[src/rtl/rt_stream_pkg.sv]
// Shared types and constants for the RGB-to-AXI4-Stream packing path.
// Four 24-bit pixels pack into three 32-bit words.
package rt_stream_pkg;

  localparam int PIX_PER_GROUP   = 4;
  localparam int WORDS_PER_GROUP = 3;
  localparam int PHASE_W         = $clog2(PIX_PER_GROUP);

  typedef logic [23:0] rgb_t;

  typedef struct packed {
    logic [31:0] data;
    logic        last;
    logic        user;
  } axis_word_t;

  typedef enum logic {
    PACK  = 1'b0,
    FLUSH = 1'b1
  } packer_state_t;

  // Phase here is the post-advance phase (1..3); the residual holds
  // whatever bytes of the group were not yet emitted.
  function automatic logic [31:0] pad_word(input logic [PHASE_W-1:0] phase,
                                           input rgb_t                res,
                                           input logic [7:0]          pad);
    logic [31:0] w;
    unique case (phase)
      2'd2:    w = {pad, pad, res[15:0]};
      2'd3:    w = {pad, pad, pad, res[7:0]};
      default: w = {pad, res};
    endcase
    return w;
  endfunction

endpackage

[src/rtl/axis_skid2.sv]
// Two-entry register buffer; entry 0 is the head and drives the stream outputs.
// Push and pop may coincide; the caller never pushes into a full buffer.
module axis_skid2
  import rt_stream_pkg::*;
(
  input  logic       aclk,
  input  logic       aresetn,
  input  logic       push,
  input  axis_word_t push_word,
  input  logic       pop,
  output axis_word_t head,
  output logic [1:0] count
);

  axis_word_t ent0;
  axis_word_t ent1;

  always_ff @(posedge aclk) begin
    if (!aresetn) begin
      count <= 2'd0;
      ent0  <= '0;
      ent1  <= '0;
    end else begin
      unique case ({push, pop})
        2'b10: begin
          if (count == 2'd0) ent0 <= push_word;
          else               ent1 <= push_word;
          count <= count + 2'd1;
        end
        2'b01: begin
          ent0  <= ent1;
          count <= count - 2'd1;
        end
        2'b11: begin
          // Head leaves while the new word lands behind whatever remains.
          if (count == 2'd1) begin
            ent0 <= push_word;
          end else begin
            ent0 <= ent1;
            ent1 <= push_word;
          end
        end
        default: ;
      endcase
    end
  end

  assign head = ent0;

endmodule

[src/rtl/rgb_stream_packer.sv]
// Packs 24-bit RGB pixels four-at-a-time into three 32-bit AXI4-Stream words,
// handling early EOL (padded flush) and misplaced SOF (resync), both flagged.
module rgb_stream_packer
  import rt_stream_pkg::*;
#(
  parameter int         SKID_DEPTH = 2,
  parameter logic [7:0] PAD_BYTE   = 8'h00
) (
  input  logic        aclk,
  input  logic        aresetn,
  input  logic [7:0]  r,
  input  logic [7:0]  g,
  input  logic [7:0]  b,
  input  logic        valid,
  input  logic        sof,
  input  logic        eol,
  output logic        in_stream_ready,
  output logic [31:0] out_stream_tdata,
  output logic [3:0]  out_stream_tkeep,
  output logic        out_stream_tlast,
  output logic        out_stream_tuser,
  output logic        out_stream_tvalid,
  input  logic        out_stream_tready,
  output logic        err_align
);

  localparam logic [1:0] FULL_COUNT = 2'(SKID_DEPTH);

  packer_state_t      state_q, state_d;
  logic [PHASE_W-1:0] phase_q, phase_d;
  rgb_t               residual_q, residual_d;
  logic               pending_sof_q, pending_sof_d;
  logic               err_q, err_d;

  logic               accept;
  logic               push;
  axis_word_t         push_word;
  logic               pop;
  axis_word_t         head;
  logic [1:0]         count;
  logic [PHASE_W-1:0] eff_phase;
  logic               pend;
  rgb_t               pix;

  assign pix = {r, g, b};

  // Ready depends only on registered state so upstream sees no comb path.
  assign in_stream_ready = (state_q == PACK) &&
                           ((count < FULL_COUNT) || (phase_q == '0));
  assign accept = valid && in_stream_ready;

  always_ff @(posedge aclk) begin
    if (!aresetn) begin
      state_q       <= PACK;
      phase_q       <= '0;
      residual_q    <= '0;
      pending_sof_q <= 1'b0;
      err_q         <= 1'b0;
    end else begin
      state_q       <= state_d;
      phase_q       <= phase_d;
      residual_q    <= residual_d;
      pending_sof_q <= pending_sof_d;
      err_q         <= err_d;
    end
  end

  always_comb begin
    state_d       = state_q;
    phase_d       = phase_q;
    residual_d    = residual_q;
    pending_sof_d = pending_sof_q;
    err_d         = err_q;
    push          = 1'b0;
    push_word     = '0;
    // A SOF pixel always restarts the group as P0, dropping any residual.
    eff_phase     = sof ? '0 : phase_q;
    pend          = pending_sof_q | sof;

    unique case (state_q)
      PACK: begin
        if (accept) begin
          if (sof && (phase_q != '0)) err_d = 1'b1;
          unique case (eff_phase)
            2'd0: begin
              residual_d = pix;
            end
            2'd1: begin
              push           = 1'b1;
              push_word.data = {pix[7:0], residual_q};
              residual_d     = {8'h00, pix[23:8]};
            end
            2'd2: begin
              push           = 1'b1;
              push_word.data = {pix[15:0], residual_q[15:0]};
              residual_d     = {16'h0000, pix[23:16]};
            end
            default: begin
              push           = 1'b1;
              push_word.data = {pix, residual_q[7:0]};
              push_word.last = eol;
            end
          endcase
          // The 2-bit phase wraps 3->0 on its own; a mid-group EOL keeps
          // the advanced phase so FLUSH knows how many bytes remain.
          phase_d = eff_phase + 1'b1;
          if (eol && (eff_phase != 2'd3)) begin
            state_d = FLUSH;
            err_d   = 1'b1;
          end
          if (push) begin
            push_word.user = pend;
            pending_sof_d  = 1'b0;
          end else begin
            pending_sof_d  = pend;
          end
        end
      end
      FLUSH: begin
        if (count < FULL_COUNT) begin
          push           = 1'b1;
          push_word.data = pad_word(phase_q, residual_q, PAD_BYTE);
          push_word.last = 1'b1;
          push_word.user = pending_sof_q;
          pending_sof_d  = 1'b0;
          state_d        = PACK;
          phase_d        = '0;
        end
      end
      default: state_d = PACK;
    endcase
  end

  assign pop = out_stream_tvalid && out_stream_tready;

  axis_skid2 u_skid (
    .aclk      (aclk),
    .aresetn   (aresetn),
    .push      (push),
    .push_word (push_word),
    .pop       (pop),
    .head      (head),
    .count     (count)
  );

  assign out_stream_tvalid = (count != 2'd0);
  assign out_stream_tdata  = head.data;
  assign out_stream_tlast  = head.last;
  assign out_stream_tuser  = head.user;
  assign out_stream_tkeep  = 4'hF;
  assign err_align         = err_q;

endmodule

[config.mk]
export PLATFORM = sky130hd
export DESIGN_NAME = rgb_stream_packer
export DESIGN_NICKNAME = d
export VERILOG_FILES = /design/src/rtl/rt_stream_pkg.sv /design/src/rtl/axis_skid2.sv /design/src/rtl/rgb_stream_packer.sv
export SDC_FILE = /design/constraint.sdc
export NUM_CORES = 1
export LEC_CHECK = 0
export BUFFER_PORTS_ARGS = -buffer_cell sky130_fd_sc_hd__buf_4
export CORE_UTILIZATION = 31
export DETAILED_ROUTE_END_ITERATION = 8
export GPL_TIMING_DRIVEN = 0
export PLACE_DENSITY_LB_ADDON = 0.05
export SYNTH_ARGS = -nofsm -noshare
export SYNTH_HDL_FRONTEND = slang
export SYNTH_SLANG_ARGS = --single-unit
[constraint.sdc]
create_clock -name aclk -period 3.26 [get_ports aclk]
set_input_delay 0.163 -clock aclk [delete_from_list [all_inputs] [get_ports aclk]]
set_output_delay 0.163 -clock aclk [all_outputs]
set_load 0.05 [all_outputs]
# Yosys cells after proc, flatten, opt, wreduce, memory -nomap -nowiden
# Index checks and enable logic that the tools add are counted.
dict set report classes {
  n_bitwise 2
  muxes 35
  n_eq_ne 14
  n_reduce_logical 22
  addsub 3
  mul 0
  shift 0
  order_cmp 1
  div_mod_pow 0
}
# cell count
set ops {}
lappend ops {{34-bit 2-to-1 mux} 5}
lappend ops {{34-bit one-hot mux with 2 select lines} 2}
lappend ops {{34-bit one-hot mux with 3 select lines} 1}
lappend ops {{32-bit one-hot mux with 3 select lines} 1}
lappend ops {{24-bit one-hot mux with 3 select lines} 1}
lappend ops {{24-bit one-hot mux with 2 select lines} 1}
lappend ops {{26-bit 2-to-1 mux} 1}
lappend ops {{1-bit 2-to-1 mux} 15}
lappend ops {{2-bit equality test, second input constant} 5}
lappend ops {{2-bit nonzero test} 5}
lappend ops {{3-bit AND reduction} 3}
lappend ops {{2-bit != test, second input constant} 4}
lappend ops {{2-bit one-hot mux with 2 select lines} 2}
lappend ops {{2-bit by 1-bit equality test with 1-bit output, second input constant} 3}
lappend ops {{2-bit logical NOT} 3}
lappend ops {{2-bit 2-to-1 mux} 3}
lappend ops {{1-bit one-hot mux with 2 select lines} 3}
lappend ops {{3-bit nonzero test} 2}
lappend ops {{1-bit logical AND} 5}
lappend ops {{2-bit by 1-bit adder with 2-bit output, second input constant} 2}
lappend ops {{2-bit by 1-bit != test with 1-bit output, second input constant} 2}
lappend ops {{2-bit AND reduction} 2}
lappend ops {{3-bit OR reduction} 1}
lappend ops {{2-bit < comparator, second input constant} 1}
lappend ops {{other kinds (4)} 4}
dict set report totals {
  latch_bits 0
  reg_bits 99
  n_memories 0
  mem_bits_ro 0
  ramBits 0
  in_bits 30
}

# Longest topological paths before layout
dict set report depth {
  ltp_word 11
  mapped_depth 13
  mapped_depth_nobuf 10
}

# Cells and area by module
# Synthesis repeated with hierarchy kept, for this count alone.
dict set report hier_totals {
  cells_unflattened 650
  hier_area_um2 5545.3
}
# module cells_each instances area_each_um2
set by_module_without_submodules {}
lappend by_module_without_submodules {axis_skid2 379 1 3296.9}
lappend by_module_without_submodules {rgb_stream_packer 271 1 2248.4}

# Worst setup path after synthesis
# Ideal clock, no wire load.
dict set report synth_timing {
  path_type {reg2reg}
  from {register phase_q[1]}
  to {register u_skid.ent0, in the netlist u_skid.head[13]}
  slack_ns 0.795
  path_buffers 3
  required_ns 3.138
  setup_time_ns 0.122
  arrival_ns 2.343
  path_stages_with_launch 14
  synth_period_minus_slack_ns 2.465
  path_cell_list {dfxtp_1 buf_2 nand2b_1 ha_1 nand2b_1 o2bb2ai_1 inv_1 ha_1 nor2b_1 o21a_1 buf_2 buf_2 a221oi_2 a21oi_1}
}
dict set report synth_between {
  elab_chain_len 10
  elab_cells_between_ends 29
  cone_classes {eq/ne: 8; mux: 14; reduce/logical: 7}
}
# item line_no
set synth_lines {}
lappend synth_lines {{start, declared} rgb_stream_packer.sv:30} ;# logic [PHASE_W-1:0] phase_q, phase_d;
lappend synth_lines {{start signal, assigned} rgb_stream_packer.sv:61} ;# phase_q <= phase_d;
lappend synth_lines {{2-bit 2-to-1 mux} rgb_stream_packer.sv:77} ;# eff_phase = sof ? '0 : phase_q;
lappend synth_lines {{2-bit logical NOT} rgb_stream_packer.sv:84} ;# unique case (eff_phase)
lappend synth_lines {{1-bit 2-to-1 mux} rgb_stream_packer.sv:84}
lappend synth_lines {{1-bit 2-to-1 mux} rgb_stream_packer.sv:82} ;# if (accept) begin
lappend synth_lines {{1-bit 2-to-1 mux} rgb_stream_packer.sv:80} ;# unique case (state_q)
lappend synth_lines {{1-bit 2-to-1 mux} rgb_stream_packer.sv:82}
lappend synth_lines {{1-bit one-hot mux with 2 select lines} rgb_stream_packer.sv:80}
lappend synth_lines {{2-bit equality test / 2-bit by 1-bit equality test with 1-bit output (equally long branches)} axis_skid2.sv:24} ;# unique case ({push, pop})
lappend synth_lines {{2-bit by 1-bit != test with 1-bit output (no source line) / 3-bit nonzero test (equally long branches)} n/a}
lappend synth_lines {{2-bit AND reduction (no source line)} n/a}
lappend synth_lines {{end signal, assigned} axis_skid2.sv:26} ;# if (count == 2'd0) ent0 <= push_word;
lappend synth_lines {{end signal, assigned} axis_skid2.sv:31} ;# ent0 <= ent1;
lappend synth_lines {{end signal, assigned} axis_skid2.sv:37} ;# ent0 <= push_word;
lappend synth_lines {{end, declared} axis_skid2.sv:15} ;# axis_word_t ent0;
# Several ways; a longest one is shown, not always the timed one. The select of a mux whose other input is x is not followed.
# A chain may end at the register's enable or synchronous reset.

# Final worst setup path
dict set report layout_timing {
  from {register phase_q[1]}
  to {register u_skid.ent0, in the netlist u_skid.head[1]}
}
# Same word-level chain as after synthesis.

==> metrics.txt <==
outcome=finished, final reports clean; Peak VDD IR=317.2 µV; PwrDens=793.7 mW/mm²; via count=4888; period utilization=0.9316; area growth from synthesis to layout=21.31%; min cycle time layout=3.037 ns; Worst EP required=3.51 ns; Post-synth EDFFs=0; Die X=129.3 µm; pin count of the biggest net entering global routing=18; CP max FO=10; Clock Skew=0.006856 ns; Vias/cell=5.449; Relative slew margins=0.4505; initial drt markers=348; TritonCTS Buffers=9; Core Area=0.01583 mm²; Detailed Routing Iterations Pass 1=5; top cell type's share of synthesized area=0.3944; Antenna Cells=0; Final Total Pwr=4.838 mW; Rows=46; ys flop type=dfxtp_1; synthesized area=0.005025 mm²; register area share after synthesis=0.3944; Die Y=129.3 µm; root cell of the clock tree=clkbuf_16; Syn Inst Count=596; MaxCap Viol Count=0; Setup crit start=phase_q[1]$_SDFFE_PN0P_; CTS tree=done; Final Hold Violating Endpoints=0; final WL=18800 µm; fmax=329.3 MHz; CP Class=register to register; Compound-Gate Fraction of Synth Area=0.3516; main combinational cell family by area after synthesis=compound AO/OA/AOI/OAI gates; first-pass GRT wire length=27930 µm; htree depth=3; sum of negative setup slack=0 ns; I/O pins=71; DPL Wire Length=14400 µm; crit end category=register; CP arrival=3.29 ns; share of cells above drive strength 1=0.2115; asr flop ratio synth=0; Critical R2R Launch=phase_q[1]$_SDFFE_PN0P_; Slew @ Worst Pin=0.8035 ns; cts hold-fix bufs=0; Initial Utilization=0.3175; DRC viols=0; library cells used by synthesis=52; # setup viols final=0; Hold Path Class=input pin to register; Worst Setup Start Kind=register; Total Routing Usage GR=0.2316; Yosys reg bits=99; Synth Area in XOR/XNOR=0.003486; final slew viol count=0; leakage power=2.252 nW; multiplexer share of the synthesized area=0.002241; wire length per cell=20.96 µm; clock slew at reported path FFs=0.08 ns; Clock Tree Buf Depth=2; initial antenna violation count=1; CTS sink count=99; synth top area cells=dfxtp_1, a21oi_1, o211ai_1; Post-Synth Adder-Cell Area=0.02241; most frequent cells after synthesis=dfxtp_1, a21oi_1, nand2_1; Yosys top cell by area=dfxtp_1; worst skew pair latency=0.36 ns; post-route ant nets=0; die area=0.01672 mm²; GRT Residual Overflow=0; hold_sp=eol; Ys Warns=0; vias in the first global route=4460; RSZ-0062 raised after global routing=no; Post-CTS Setup Inserts=0; Post-Synth Simple-Gate Area=0.1509; PortBufs=66; Mean Syn Cell Area=8.431 µm²; count leader, synth=dfxtp_1; nets=715; Placer Congestion=0.9092
final cells by class:
| cell class | instances | area, µm² |
|---|---|---|
| sequential | 99 | 1982 |
| buffer | 61 | 314.1 |
| fill | 1646 | 9732 |
| clock buffer | 10 | 229.0 |
| multi-input combinational | 419 | 2681 |
| timing repair buffer | 66 | 495.5 |
| tap | 216 | 270.3 |
| clock inverter | 6 | 48.80 |
| inverter | 20 | 75.07 |
registers in the layout, indices dropped and copies added, names as in the netlist:
signal and cells:
err_align 1, phase_q 2, state_q 1, pending_sof_q 1, u_skid.count 2, residual_q 24
u_skid.ent1 34, u_skid.head 34
per-layer routing:
metal	wire, µm	global-route usage
met3	828	0.02931
met4	452	0.08858
met5	0	0
met2	8517	0.3646
met1	9006	0.3219
metrics by stage:
stage / hold WS (ns) / utilization / cells / instance area, µm² / setup slack, ns
after detailed placement: 0.4447 / 0.3666 / 881 / 5802 / 0.06100
final: 0.09086 / 0.3851 / 897 / 6096 / 0.2230
after global placement: 0.4389 / 0.3666 / 881 / 5802 / 0.1148
after CTS: 0.06872 / 0.3841 / 897 / 6080 / 0.01861
after floorplan: 0.2990 / - / 599 / 5036 / 0.7951
after global routing: 0.09462 / 0.3851 / 897 / 6096 / 0.008377
cell usage in the layout (no fill, tap or decap), types with 4 or more instances in the layout:
master and instances:
and2_1 9, a2111oi_2 6, o21ai_1 30, nor3_1 27
clkbuf_16 9, ha_1 9, a22oi_1 16, buf_1 4
inv_1 20, nand2_1 48, conb_1 4, dfxtp_1 99
o211ai_1 26, buf_4 71, buf_2 16, clkbuf_2 10
a221oi_2 9, a221oi_1 16, o21ai_0 20, buf_6 4
clkbuf_1 22, a32oi_1 17, a221o_1 8, nand3_1 24
nor2_1 26, a21oi_1 87
path summary, 6_finish.rpt:
path                             endpoint  slack (ns)  depth (start not counted)
min reg2reg  u_skid.ent1[29]$_SDFFE_PN0P_        0.46                          2
min                    state_q$_SDFF_PN0_        0.09                          3
max           u_skid.head[1]$_SDFFE_PN0P_        0.22                         13
max reg2reg   u_skid.head[1]$_SDFFE_PN0P_        0.22                         13
worst max-delay path, cell delays in order (launching register included):
cell       delay (ns)
dfxtp_1          0.30
buf_2            0.17
nand2b_1         0.14
ha_1             0.21
nand2b_1         0.19
o2bb2ai_1        0.28
inv_1            0.13
ha_1             0.27
nor2b_1          0.14
o21a_1           0.16
buf_2            0.22
clkbuf_4         0.28
a221oi_2         0.35
nor2_1           0.08
kinds of logic (layout without fill, tap and decap cells):
| group | after synthesis | after routing |
|---|---|---|
| muxes | 1 | 1 |
| other | 1 | 4 |
| xor gates and xnor gates | 2 | 2 |
| buffers and inverters | 81 | 163 |
| DFF | 99 | 99 |
| adders and majority gates | 9 | 9 |
| AOI/OAI and AO/OA | 250 | 250 |
| and+or+nand+nor | 153 | 153 |
power breakdown:
group / internal (mW) / switching (mW)
logic: 0.697 / 1.54
clock network: 0.527 / 0.515
registers: 1.42 / 0.135
total: 2.65 / 2.19
timing repair:
action / 4_1_cts / 5_1_grt
resized for setup: 0 / 23
setup endpoints to repair: 0 / 63
hold endpoints to repair: 0 / 0
(Power assumes the default switching activity.)
